## src/rtl/pair_bit_sequencer.sv

```systemverilog
// Purpose : drains a request vector two set bits per beat, lowest index first.
// Latency : first beat valid the cycle after the vector is accepted, then one beat per accepted cycle.
// Backpres: beat outputs and pending bits hold while pair_ready_i is low; no new vector until drained.
//
// Ports:
//   clk_i, rst_i              clock, asynchronous active-high reset
//   vec_valid_i/vec_i         request vector in, accepted when vec_ready_o (block idle)
//   abort_i                   drops the remaining pending bits while emitting
//   pair_valid_o/pair_ready_i beat handshake
//   first_o/second_o          one-hot lowest / second-lowest pending bit (second 0 if none)
//   first_idx_o/second_idx_o  binary indices of the above
//   second_vld_o, last_o      second bit present / this beat empties pending
//   pair_cnt_o                completed beats since reset, wraps at 256
module pair_bit_sequencer #(
    parameter int WIDTH = 12
) (
    input  logic                     clk_i,
    input  logic                     rst_i,
    input  logic                     vec_valid_i,
    input  logic [WIDTH-1:0]         vec_i,
    output logic                     vec_ready_o,
    input  logic                     abort_i,
    output logic                     pair_valid_o,
    input  logic                     pair_ready_i,
    output logic [WIDTH-1:0]         first_o,
    output logic [WIDTH-1:0]         second_o,
    output logic [$clog2(WIDTH)-1:0] first_idx_o,
    output logic [$clog2(WIDTH)-1:0] second_idx_o,
    output logic                     second_vld_o,
    output logic                     last_o,
    output logic [7:0]               pair_cnt_o
);

    localparam int IW = $clog2(WIDTH);
    localparam logic [WIDTH-1:0] ONE = {{(WIDTH-1){1'b0}}, 1'b1};

    typedef enum logic {
        IDLE = 1'b0,
        EMIT = 1'b1
    } state_t;

    state_t           state, state_nxt;
    logic [WIDTH-1:0] pending, pending_nxt;
    logic [7:0]       pair_cnt;
    logic             cnt_inc;

    logic [WIDTH-1:0] first_bit, rest_bits, second_bit, remain_bits;
    logic [IW-1:0]    first_idx, second_idx;
    logic             in_emit;

    // Index of a one-hot (or zero) vector; zero input maps to index 0.
    function automatic logic [IW-1:0] oh2idx(input logic [WIDTH-1:0] oh);
        logic [IW-1:0] r;
        r = '0;
        for (int i = 0; i < WIDTH; i++) begin
            if (oh[i]) begin
                r = IW'(i);
            end
        end
        return r;
    endfunction

    // Two's-complement trick isolates the lowest set bit; applying it twice
    // on what is left yields the second-lowest.
    always_comb begin
        first_bit   = pending & (~pending + ONE);
        rest_bits   = pending & ~first_bit;
        second_bit  = rest_bits & (~rest_bits + ONE);
        remain_bits = rest_bits & ~second_bit;
        first_idx   = oh2idx(first_bit);
        second_idx  = oh2idx(second_bit);
    end

    assign in_emit      = (state == EMIT);
    assign vec_ready_o  = (state == IDLE);
    assign pair_valid_o = in_emit;

    // Beat fields are forced to zero outside EMIT so idle outputs are clean.
    assign first_o      = in_emit ? first_bit  : '0;
    assign second_o     = in_emit ? second_bit : '0;
    assign first_idx_o  = in_emit ? first_idx  : '0;
    assign second_idx_o = in_emit ? second_idx : '0;
    assign second_vld_o = in_emit & (second_bit != '0);
    assign last_o       = in_emit & (remain_bits == '0);
    assign pair_cnt_o   = pair_cnt;

    always_comb begin
        state_nxt   = state;
        pending_nxt = pending;
        cnt_inc     = 1'b0;
        case (state)
            IDLE: begin
                // abort_i has no meaning while idle; an all-zero vector is
                // consumed without producing a beat.
                if (vec_valid_i && (vec_i != '0)) begin
                    pending_nxt = vec_i;
                    state_nxt   = EMIT;
                end
            end
            EMIT: begin
                // Abort takes priority over a same-cycle handshake.
                if (abort_i) begin
                    pending_nxt = '0;
                    state_nxt   = IDLE;
                end else if (pair_ready_i) begin
                    pending_nxt = remain_bits;
                    cnt_inc     = 1'b1;
                    if (remain_bits == '0) begin
                        state_nxt = IDLE;
                    end
                end
            end
            default: begin
                state_nxt   = IDLE;
                pending_nxt = '0;
            end
        endcase
    end

    always_ff @(posedge clk_i or posedge rst_i) begin
        if (rst_i) begin
            state    <= IDLE;
            pending  <= '0;
            pair_cnt <= '0;
        end else begin
            state   <= state_nxt;
            pending <= pending_nxt;
            if (cnt_inc) begin
                pair_cnt <= pair_cnt + 8'd1;
            end
        end
    end

endmodule

```

## config.mk

```make
export PLATFORM = sky130hd
export DESIGN_NAME = pair_bit_sequencer
export DESIGN_NICKNAME = d
export VERILOG_FILES = /design/src/rtl/pair_bit_sequencer.sv
export SDC_FILE = /design/constraint.sdc
export NUM_CORES = 1
export LEC_CHECK = 0
export CORE_MARGIN = 4
export CORE_UTILIZATION = 50
export CTS_CLUSTER_DIAMETER = 100
export DETAILED_ROUTE_END_ITERATION = 10
export DONT_BUFFER_PORTS = 1
export HOLD_SLACK_MARGIN = 0.08
export RECOVER_POWER = 25
export SKIP_LAST_GASP = 1
export SYNTH_ARGS = -nofsm -noshare
export SYNTH_HDL_FRONTEND = slang
export SYNTH_SLANG_ARGS = --single-unit
export TNS_END_PERCENT = 1
```

## constraint.sdc

```tcl
create_clock -name clk_i -period 2.89 [get_ports clk_i]
set_input_delay 0.578 -clock clk_i [delete_from_list [all_inputs] [get_ports clk_i]]
set_output_delay 0.578 -clock clk_i [all_outputs]
set_load 0.01 [all_outputs]
```

==> impl_metrics.json <==
{
  "drt-initial-drc-count": 186,
  "coreArea_sq_mm": 0.004029,
  "antenna_cells": 0,
  "routabilityCongestion": 0.8585,
  "drive_gt1_share_pct": 20.63,
  "grt_start_max_net_pins": 24,
  "start_kind": "flop",
  "cts_tree": "yes",
  "cts.path.max_buffers": 2,
  "remaining_drc_errors": 0,
  "start_util_pct": 52.39,
  "die_width_um": 72.98,
  "final_common_cell": "buf_4",
  "r2r_slack_ps": 910,
  "num_io_pins": 61,
  "syn2layout_area_growth_pct": 13.52,
  "worst_pin_slew_ps": 816.0,
  "yosys-top-cells-area": "dfrtp_1, nand2_1, nor2_1",
  "worst_ep_required_time_ps": 2310,
  "routed_wl_um": 6428,
  "wire_per_inst_um": 19.13,
  "setup_violations": 0,
  "cts_max_level": 1,
  "dieArea_sq_mm": 0.005325,
  "clk_pin_slew_worst_paths_ps": 80,
  "grt_pass1_wl_um": 10390,
  "synth_cell_types": 70,
  "first_global_vias": 1980,
  "root_buffer": "clkbuf_8",
  "worstPathMaxFanout": 7,
  "powerDensity_mw_per_mm2": 1366,
  "clk_latency_ps": 260,
  "reg2reg_to": "pair_valid_o",
  "ys_warn_count": 0,
  "irDropWorstVdd_uv": 575.7,
  "io_buffers": 0,
  "path_cells": "maj3_1 -> a2bb2oi_2 -> nor3_1 -> or4_1 -> and4bb_1",
  "syn_nets": 288,
  "final_cell_mix": "buf_4, nand2_1, nor2_1",
  "yosysSeqAreaShare_pct": 24.90,
  "synth_edf_count": 0,
  "holdWs_ps": 359.0,
  "hpwl_um": 4815,
  "dr_total_vias": 2154,
  "synth_cells": 270,
  "cap_violations": 0,
  "rows": 23,
  "cts_num_sinks": 21,
  "yosys_register_bits": 21,
  "yosysTopAreaCellShare_pct": 24.90,
  "vias_per_cell": 6.411,
  "p_total_uw": 3272,
  "clock.fmax_ghz": 0.3551,
  "fin_crit_ps": 2816,
  "ant_nets": 0,
  "reg2reg_from": "pending[5]",
  "drt_first_pass_iters": 4,
  "synth_top_area_cell": "dfrtp_1",
  "cts_made_buffers": 3,
  "netlist_area_sq_mm": 0.002111,
  "cp_slowest_cell": "or4_1",
  "fin_nets": 305,
  "worst-path-buf-inv": 0,
  "status": "completed",
  "hold_buffers": 0,
  "slew_headroom_pct": 45.54,
  "leakagePower_uw": 0.001025,
  "clock_skew_ps": 4.567,
  "critPathKind": "reg2out",
  "critPathArrivalTime_ps": 2240,
  "synthArstFlopShare_pct": 100.0,
  "finalHoldViolCount": 0,
  "critical-path-max-stage-delay_ps": 530,
  "dominantRegCellSynth": "dfrtp_1",
  "hp-class": "in2async",
  "antenna_found_initial": 0,
  "rr_worst_depth": 5,
  "die_h_um": 72.98,
  "grt.overflow.total": 0,
  "critPathTopFamily": "simple AND/OR/NAND/NOR gates",
  "fin_crit_sh_pct": 97.44,
  "avgSynthCellArea_sq_um": 7.818,
  "crit_path_end_kind": "output port",
  "maxSlewViolCount": 0,
  "grt_usage_pct": 24.66
}
[synth_stat cells (3+ instances only)]
| cell type | count |
|---|---|
| nand2_1 | 30 |
| nor2_1 | 27 |
| dfrtp_1 | 21 |
| a21oi_1 | 17 |
| clkbuf_1 | 16 |
| o21ai_0 | 13 |
| nor2b_1 | 8 |
| nor3_1 | 8 |
| xnor2_1 | 7 |
| a22o_1 | 6 |
| and3_1 | 6 |
| inv_1 | 6 |
| nand3_1 | 6 |
| o2111ai_1 | 5 |
| o31ai_1 | 5 |
| xor2_1 | 5 |
| and2_1 | 4 |
| nand2b_1 | 4 |
| o21a_1 | 4 |
| or4_1 | 4 |
| a21o_1 | 3 |
| a22oi_1 | 3 |
| buf_2 | 3 |
| nor3b_1 | 3 |
| o21ai_1 | 3 |
[worst max-delay path by stage]
stage / from / end / slack [ps] / depth (start not counted)
4_1_cts: pending[0] / last_o / 5 / 5
6_report: pending[5] / last_o / 70 / 5
3_3_place_gp: pending[1] / last_o / 130 / 5
5_1_grt: pending[2] / last_o / -30 / 6
3_5_place_dp: pending[1] / last_o / 60 / 5
2_1_floorplan: pending[3] / second_o[8] / 260 / 5
[per-layer routing]
layer | GRT usage, % | routed length, um | vias up | share of wire [%]
li1 | - | - | 1031 | -
met4 | 5.533 | 42 | 0 | 0.65
met5 | 0 | 0 | - | 0
met2 | 38.08 | 2942 | 84 | 46
met3 | 4.683 | 491 | 4 | 7.6
met1 | 35.70 | 2953 | 1035 | 46
[worst reg2reg max path: stages (launching register included)]
cell       delay (ps)
dfrtp_1           510
maj3_1            290
a2bb2oi_2         310
nor3_1             70
or4_1             530
a31oi_1           190
[cells by family (layout without fill, tap and decap cells)]
family                     after synthesis  after routing  share of synthesized area [%]
AOI/OAI and AO/OA                       88             88                          31.18
xor gates and xnor gates                12             12                          4.979
adders and majority gates                3              3                          1.541
buffers and inverters                   28             44                          6.046
DFF                                     21             21                          24.90
muxes                                    2              2                          1.008
other                                    1              1                         0.1777
and+or+nand+nor                        115            115                          30.17
[report_power, final]
group          switching [uW]  internal (uW)  total (uW)
clock                    95.6           96.0         192
combinational            1400           1020        2410
sequential                260            408         668
[registers in the layout (all words and copies together) (netlist names)]
name          flops
pending          12
pair_valid_o      1
pair_cnt_o        8
[stage by stage]
stage	TNS [ps]	area (sq um)	utilization, %	std cells	setup slack [ps]
2_1_floorplan	0	2111	-	270	263.8
3_3_place_gp	0	2241	55.62	321	133.5
3_5_place_dp	0	2241	55.62	321	61.32
4_1_cts	0	2305	57.21	326	4.746
5_1_grt	-36.13	2396	59.47	336	-29.27
6_report	0	2396	59.47	336	73.86
[final cells by class]
type	count	area, sq um
Inverter	6	22.52
Fill cell	378	1633
Multi-Input combinational cell	221	1471
Sequential cell	21	529.3
Clock inverter	1	5.005
Tap cell	50	62.56
Clock buffer	3	41.29
Timing Repair Buffer	34	264.0
[timing repair]
action,in CTS,in global routing
resized for setup,2,5
setup endpoints to repair,5,5
gates cloned,0,0
buffers inserted,1,10
pin swaps,2,2
(Power assumes the default switching activity.)
